`config.mk`:
```
export PLATFORM = sky130hd
export DESIGN_NAME = h14tx_island_sched
export DESIGN_NICKNAME = d
export VERILOG_FILES = /design/src/rtl/h14tx_pkg.sv /design/src/rtl/h14tx_rr_arbiter.sv /design/src/rtl/h14tx_island_sched.sv
export SDC_FILE = /design/constraint.sdc
export NUM_CORES = 1
export LEC_CHECK = 0
export CORE_ASPECT_RATIO = 1.1
export CORE_UTILIZATION = 29
export CTS_CLUSTER_DIAMETER = 80
export CTS_CLUSTER_SIZE = 12
export DETAILED_ROUTE_END_ITERATION = 12
export DONT_BUFFER_PORTS = 1
export HOLD_SLACK_MARGIN = 0.1
export SLEW_MARGIN = 20
export SYNTH_ARGS = -nofsm -noshare
export SYNTH_HDL_FRONTEND = slang
export SYNTH_SLANG_ARGS = --single-unit
export TNS_END_PERCENT = 5
```
`constraint.sdc`:
```
create_clock -name pixel_clk -period 2.38 [get_ports pixel_clk]
set_input_delay 0.476 -clock pixel_clk [delete_from_list [all_inputs] [get_ports pixel_clk]]
set_output_delay 0.476 -clock pixel_clk [all_outputs]
set_load 0.02 [all_outputs]
```
`src/rtl/h14tx_pkg.sv`:
```
// Shared types and timing constants for the HDMI 1.4 transmitter datapath.
package h14tx_pkg;

    // Period driven toward the TMDS channels.
    typedef enum logic [1:0] {
        Control      = 2'd0,
        DataPreamble = 2'd1,
        DataGuard    = 2'd2,
        Data         = 2'd3
    } period_t;

    // Data-island scheduler sequencer states.
    typedef enum logic [2:0] {
        S_IDLE   = 3'd0,
        S_GAP    = 3'd1,
        S_PRE    = 3'd2,
        S_LGUARD = 3'd3,
        S_DATA   = 3'd4,
        S_TGUARD = 3'd5
    } sched_state_t;

    localparam int CtlGap      = 4;
    localparam int PreambleLen = 8;
    localparam int GuardLen    = 2;
    localparam int PacketLen   = 32;
    localparam int TailReserve = 12;

    // Number of packets that fit in one blanking interval, capped at the HDMI limit.
    function automatic int calc_npackets(input int hblank, input int max_packets);
        int fit;
        fit = (hblank - CtlGap - PreambleLen - 2 * GuardLen - TailReserve) / PacketLen;
        return (fit < max_packets) ? fit : max_packets;
    endfunction

    // Period seen on the wire while the sequencer sits in a given state.
    function automatic period_t period_of(input sched_state_t s);
        case (s)
            S_PRE:              return DataPreamble;
            S_LGUARD, S_TGUARD: return DataGuard;
            S_DATA:             return Data;
            default:            return Control;
        endcase
    endfunction

endpackage

```
`src/rtl/h14tx_rr_arbiter.sv`:
```
// Round-robin arbiter: the search starts at the slot after the last grant.
// The grant is combinational; the pointer moves only when advance takes a grant.
module h14tx_rr_arbiter
    import h14tx_pkg::*;
#(
    parameter  int NumReq = 4,
    localparam int IdxW   = $clog2(NumReq)
) (
    input  logic              pixel_clk,
    input  logic              rst_n,
    input  logic [NumReq-1:0] req,
    input  logic              advance,
    output logic [NumReq-1:0] gnt,
    output logic [IdxW-1:0]   idx,
    output logic              any
);

    logic [IdxW-1:0] ptr_q;
    logic [IdxW-1:0] cand;

    // First requester found scanning upward from the pointer, with wrap.
    always_comb begin
        gnt  = '0;
        idx  = '0;
        any  = 1'b0;
        cand = '0;
        for (int i = 0; i < NumReq; i++) begin
            cand = IdxW'((int'(ptr_q) + i) % NumReq);
            if (!any && req[cand]) begin
                any       = 1'b1;
                gnt[cand] = 1'b1;
                idx       = cand;
            end
        end
    end

    // Pointer persists across lines; it moves past the winner on each taken grant.
    always_ff @(posedge pixel_clk or negedge rst_n) begin
        if (!rst_n) begin
            ptr_q <= '0;
        end else if (advance && any) begin
            ptr_q <= (idx == IdxW'(NumReq - 1)) ? '0 : idx + 1'b1;
        end
    end

endmodule

```
`src/rtl/h14tx_island_sched.sv`:
```
// Data-island scheduler: per horizontal blanking it sequences control gap,
// preamble, leading guard, packets and trailing guard, and assigns packet
// slots to the requesting sources round-robin. All outputs are registered
// from the next-state decode so they line up with the state register.
module h14tx_island_sched
    import h14tx_pkg::*;
#(
    parameter  int NumReq     = 4,
    parameter  int HBlank     = 370,
    parameter  int MaxPackets = 18,
    localparam int SelW       = $clog2(NumReq)
) (
    input  logic              pixel_clk,
    input  logic              rst_n,
    input  logic              hblank_start,
    input  logic [NumReq-1:0] req,
    output logic [NumReq-1:0] grant,
    output logic [SelW-1:0]   pkt_sel,
    output logic [4:0]        pkt_idx,
    output period_t           period,
    output logic              island_active,
    output sched_state_t      dbg_state
);

    localparam int NPackets = calc_npackets(HBlank, MaxPackets);
    localparam int LeftW    = $clog2(MaxPackets + 1);

    if (NPackets < 1) begin : g_budget_check
        $error("h14tx_island_sched: blanking interval too short for one packet");
    end

    sched_state_t      state_q, state_d;
    logic [4:0]        cnt_q, cnt_d;
    logic [LeftW-1:0]  left_q, left_d;
    logic              advance;
    logic              took;
    logic [NumReq-1:0] arb_gnt;
    logic [SelW-1:0]   arb_idx;
    logic              arb_any;

    h14tx_rr_arbiter #(.NumReq(NumReq)) u_arb (
        .pixel_clk (pixel_clk),
        .rst_n     (rst_n),
        .req       (req),
        .advance   (advance),
        .gnt       (arb_gnt),
        .idx       (arb_idx),
        .any       (arb_any)
    );

    assign took      = advance && arb_any;
    assign dbg_state = state_q;

    // Next state, cycle counter and packet budget; advance marks arbitration cycles.
    always_comb begin
        state_d = state_q;
        cnt_d   = cnt_q + 5'd1;
        left_d  = left_q;
        advance = 1'b0;
        case (state_q)
            S_IDLE: begin
                cnt_d = '0;
                if (hblank_start) state_d = S_GAP;
            end
            S_GAP: begin
                if (cnt_q == 5'(CtlGap - 1)) begin
                    cnt_d = '0;
                    if (|req) begin
                        state_d = S_PRE;
                        left_d  = LeftW'(NPackets);
                    end else begin
                        state_d = S_IDLE;
                    end
                end
            end
            S_PRE: begin
                if (cnt_q == 5'(PreambleLen - 1)) begin
                    cnt_d   = '0;
                    state_d = S_LGUARD;
                end
            end
            S_LGUARD: begin
                if (cnt_q == 5'(GuardLen - 1)) begin
                    cnt_d   = '0;
                    state_d = S_DATA;
                    advance = 1'b1;
                end
            end
            S_DATA: begin
                if (cnt_q == 5'(PacketLen - 1)) begin
                    cnt_d = '0;
                    if ((|req) && (left_q != '0)) begin
                        advance = 1'b1;
                    end else begin
                        state_d = S_TGUARD;
                    end
                end
            end
            S_TGUARD: begin
                if (cnt_q == 5'(GuardLen - 1)) begin
                    cnt_d   = '0;
                    state_d = S_IDLE;
                end
            end
            default: begin
                state_d = S_IDLE;
                cnt_d   = '0;
            end
        endcase
        if (took) left_d = left_d - LeftW'(1);
    end

    // State register and registered outputs derived from the next state.
    always_ff @(posedge pixel_clk or negedge rst_n) begin
        if (!rst_n) begin
            state_q       <= S_IDLE;
            cnt_q         <= '0;
            left_q        <= '0;
            grant         <= '0;
            pkt_sel       <= '0;
            pkt_idx       <= '0;
            period        <= Control;
            island_active <= 1'b0;
        end else begin
            state_q       <= state_d;
            cnt_q         <= cnt_d;
            left_q        <= left_d;
            grant         <= took ? arb_gnt : '0;
            if (took) pkt_sel <= arb_idx;
            pkt_idx       <= (state_d == S_DATA) ? cnt_d : '0;
            period        <= period_of(state_d);
            island_active <= (state_d != S_IDLE) && (state_d != S_GAP);
        end
    end

endmodule
```
==> Yosys cells after proc, flatten, opt, wreduce, memory -nomap -nowiden <==
Cells that the tools add are included.
{ "word_totals": {"out_inout_bits": 17, "register_bits": 29, "wordCells": 114} }
{ "classes": {"order_cmp": 8, "reduce_logical": 19, "bitwise_logic": 3, "eq_ne": 15, "muxes": 54, "n_addsub": 6} }
{ "op_table": {"columns": ["cell", "count"], "rows": [
  ["2-to-1 mux 5 bit", 9],
  ["2-to-1 mux 3 bit", 7],
  ["2-to-1 mux 4 bit", 5],
  ["case mux 5 bit (4 select lines)", 1],
  ["case mux 3 bit (6 select lines)", 1],
  ["2-to-1 mux 1 bit", 15],
  ["equality test 3 x 2 -> 1 bit (second input constant)", 4],
  ["equality test 3 bit (second input constant)", 4],
  ["< comparator 2 x 3 -> 1 bit (second input constant)", 4],
  ["2-to-1 mux 2 bit", 6],
  ["bitwise OR 4 bit", 3],
  ["logical AND 1 bit", 10],
  ["binary-select mux 1 bit (select 2 bit)", 4],
  ["demux 1 bit (select 2 bit)", 4],
  ["greater-or-equal comparator 2 x 1 -> 1 bit (second input constant)", 4],
  ["case mux 2 bit (3 select lines)", 1],
  ["adder 5 x 1 -> 5 bit (second input constant)", 1],
  ["equality test 5 x 1 -> 1 bit (second input constant)", 1],
  ["equality test 5 x 2 -> 1 bit (second input constant)", 1],
  ["equality test 5 x 3 -> 1 bit (second input constant)", 1],
  ["equality test 5 bit (second input constant)", 1],
  ["nonzero test 5 bit", 1],
  ["subtractor 5 x 1 -> 5 bit (second input constant)", 1],
  ["adder 2 x 1 -> 2 bit (second input constant)", 2],
  ["10 further kinds", 14]
]} }

==> Depth between registers and ports, before layout <==
Gate-level depths: netlist (run 1).
{ "depth": {"ltp_word": 14, "ltp_mapped": 10, "depth_no_buf": 9} }

==> By module <==
A second synthesis (run 1) with hierarchy kept.
{ "hier_totals": {"hier_cells": 180, "hier_area_um2": 1913.1} }
{ "by_module_without_submodules": {"columns": ["module", "cells_per_inst", "seq_area_each_um2", "area_each_um2", "n_inst"], "rows": [
  ["h14tx_island_sched", 125, 675.6, 1375.1, 1],
  ["h14tx_rr_arbiter", 55, 50.0, 538.0, 1]
]} }

==> Worst setup path after synthesis (run 1) <==
OpenSTA, ideal clock, no wires.
{ "synth_path": {"kind": "register -> register", "startpoint": "reg u_arb.ptr_q[1]", "endpoint": "reg u_arb.ptr_q[1]", "n_path_buf": 1, "path_stages_with_launch": 11, "path_slack_ns": -0.163, "setup_time_ns": 0.130, "period_less_slack_ns": 2.543, "arrival_time_ns": 2.413, "path_cell_list": "dfrtp_1 buf_2 inv_1 ha_1 or4b_2 nor3_1 nor3_1 a31oi_1 ha_1 nand2_1 o21ai_0"} }
{ "synth_between": {"elab_chain_len": 14} }
{ "synth_lines": {"columns": ["item", "line", "text"], "rows": [
  ["from (decl)", "h14tx_rr_arbiter.sv:18", "logic [IdxW-1:0] ptr_q;"],
  ["from (signal assigned)", "h14tx_rr_arbiter.sv:42", "ptr_q <= (idx == IdxW'(NumReq - 1)) ? '0 : idx + 1'b1;"],
  ["branches (longest 11 deep; another with adder 2 x 1 -> 2 bit)", null, null],
  ["2-to-1 mux 2 bit (*)", "h14tx_rr_arbiter.sv:29", "if (!any && req[cand]) begin"],
  ["net arb_idx[1]", "h14tx_island_sched.sv:38", "logic [SelW-1:0] arb_idx;"],
  ["adder 2 x 1 -> 2 bit / equality test 2 bit (equally long branches)", "h14tx_rr_arbiter.sv:42", null],
  ["2-to-1 mux 2 bit (*)", "h14tx_rr_arbiter.sv:42", null]
]} }
Mark *: on every way through the listed nets, which the timed path passes. The select of a mux whose other input is x is not followed.
A chain may end at the register's enable or synchronous reset.

==> Final worst setup path (run 1) <==
{ "layout_path": {"startpoint": "reg u_arb.ptr_q[0]", "endpoint": "reg u_arb.ptr_q[1]"} }
Same word-level chain as after synthesis.

==> results of run 1 <==
[critical path, cell delays in order, from the launching register on]
cell and delay [ns]:
dfrtp_1 0.39, inv_2 0.08, ha_4 0.20, or4b_2 0.68, nor3_2 0.13, nor3_1 0.09, a31oi_1 0.21, ha_1 0.27
nand2_1 0.05, o21ai_0 0.06
[through the flow]
stage	TNS, ns	setup WS (ns)
final	0	0.103
after global routing	-0.0468	-0.0312
after CTS	0	0.0584
after detailed placement	0	0.0725
after global placement	0	0.0953
after floorplan	-0.00434	-0.00434
[final cells by class]
class / instances / area [µm²]
clock buffers: 5 / 68.8
clock inverters: 3 / 17.5
fillers: 648 / 3940
inverters: 7 / 28.8
multi-input cells: 142 / 1090
flip-flops and latches: 29 / 728
well taps: 80 / 100
repair buffers: 20 / 178
[routing by layer]
| layer | vias to the layer above | track usage | share of wire |
|---|---|---|---|
| li1 | 730 | - | - |
| met2 | 32 | 0.227 | 0.51 |
| met5 | - | 0 | 0 |
| met3 | 8 | 0.0340 | 0.040 |
| met4 | 0 | 0.0556 | 0.017 |
| met1 | 717 | 0.157 | 0.43 |
[power breakdown]
group / switching [mW] / internal, mW / total [mW]
clock: 0.193 / 0.201 / 0.394
sequential: 0.197 / 0.638 / 0.835
combinational: 0.797 / 0.700 / 1.50
[flip-flops by register name (all words and copies together) (netlist names)]
signal / cells
cnt_q: 5
dbg_state: 3
grant: 4
island_active: 1
left_q: 5
period: 2
pkt_idx: 5
pkt_sel: 2
u_arb.ptr_q: 2
[what timing repair did]
action,4_1_cts,5_1_grt
endpoints found under the hold margin,29,0
resized for setup,0,5
endpoints found under the setup margin,0,6
hold buffers,2,0
buffers inserted,0,1
[cell usage in the layout (no fill, tap or decap), types with 3 or more instances in the layout]
cell and instances:
a21oi_1 8, nor2_1 13, a32o_1 4, dfrtp_1 27
nand3_1 4, nor3_1 6, mux2_2 6, a221o_1 4
mux2i_1 3, o21ai_0 8, clkbuf_8 5, a21o_1 3
ha_1 12, a31oi_1 4, inv_1 5, and3_1 3
buf_4 17, xnor2_1 3, nand2b_1 7, nor2b_1 6
nand2_1 15
[worst paths after layout]
check / from / end / slack [ns]
setup / recovery: u_arb.ptr_q[0] / u_arb.ptr_q[1] / 0.10
hold / removal: cnt_q[0] / cnt_q[0] / 0.55
setup reg to reg: u_arb.ptr_q[0] / u_arb.ptr_q[1] / 0.10
hold reg to reg: cnt_q[0] / cnt_q[0] / 0.55
max in group asynchronous: rst_n / cnt_q[3] / 1.57
min in group asynchronous: rst_n / dbg_state[0] / 0.63
[cells by family (layout without fill, tap and decap cells)]
kind of cell               after synthesis  in the layout  share of synthesized area
and+or+nand+nor                         71             71                      0.217
AOI/OAI and AO/OA                       44             44                      0.181
DFF                                     29             29                      0.391
buffers and inverters                   16             35                     0.0391
adders and majority gates               13             13                     0.0877
muxes                                   10             10                     0.0648
xor gates and xnor gates                 4              4                     0.0189
==> flow_summary.toml, run 1 <==
[logic_synthesis]
post-synth-top-count-cell = "dfrtp_1"
syn_nets = 207
synth_top_area_cell = "dfrtp_1"
netlist_top_cells_count = "29 x dfrtp_1, 15 x nand2_1, 13 x ha_1, 13 x nor2_1"
syn_inst = 187
synth_top_flop_cell = "dfrtp_1"
postSynthAreaPerCell_um2 = 9.92
synth_edf_count = 0
synth_top_cell_area_share = 0.391
yosysSeqAreaShare = 0.391
ys_top_cells_by_area = "dfrtp_1 39%, ha_1 8.8%, mux2_2 3.6%, nand2_1 3.0%, nor2_1 2.6%"
yosysWarningCount = 0
ys_async_sr_fraction = 1.00
ys_types = 48
syn_area_um2 = 1850
ys_ff_latch = 29

[placement]
placed_area_um2 = 2070
place_hpwl_um = 2880
port_buffers = 0
place.gp.congestion = 0.761
dp_cells = 275

[floorplanning]
ioPinCount = 24
start_util = 0.301
die_x_um = 78.2
dieArea_um2 = 6720
core_area_um2 = 6160
fp-row-count = 30
dieHeight_um = 85.9

[cells_and_area]
layout.cells.non_filler = 286
layout-drive-gt1-share = 0.233
layout.nets = 225
area_growth_pct = 19.3
fin_util = 0.359
stdcell_area_um2 = 2210
antenna_cells = 0

[power]
vdd.ir_drop.worst_mv = 0.439
p_total_mw = 2.73
p_leak_nw = 0.950
power-per-cell-area_nw_per_um2 = 1230

[grt]
overflow = 0
grt_max_degree = 30
grt_usage = 0.133
grt_pass1_wl_um = 7000
antenna_found_initial = 0
grt_pass1_vias = 1490

[timing]
fmax_ghz = 0.439
holdWs_ns = 0.553
skew_ns = 0.00702
drv_slew = 0
rsz0062_at_grt = "true"
relSlewSlack = 0.650
setup_violations = 0
hold_viol_final = 0
finalCriticalPeriod_ns = 2.28
fin_crit_sh = 0.957
worstMarginPinSlew_ns = 0.520

[detailed_routing]
drc = 0
wl_per_cell_um = 13.8
drtIter0Drc = 57
vias = 1487
wl_um = 3940
first_pass_iters = 4
routed_via_density = 5.20
drtAntennaViolNets = 0

[setup_path]
arrival_ns = 2.45
start_kind = "register"
cp-end-kind = "register"
critPathKind = "reg2reg"
critPathMaxFanout = 2
worstRegToRegCells = 9
worstPathRequired_ns = 2.55

[clocking]
cts_root_buf = "clkbuf_8"
clkSinkCount = 29
clockBufferDepth = 2
clk_pin_slew_worst_paths_ns = 0.07
htreeDepth = 2
cts_made_buffers = 5
cts_tree = "done"
clkLatencyLatePin_ns = 0.28

[worst_hold_path]
holdPathStages = 2
hp-class = "reg2reg"

[run_status]
outcome = "finished clean"

[run]
max_cap_viol_count = 0
No activity file was read; power rests on OpenSTA's default activity.
==> inputs of run 2 (changes only) <==
Settings changed: CTS_CLUSTER_SIZE 12 to 8.
==> results of run 2 <==
Final layout, timing and power as in run 1 (identical DEF).
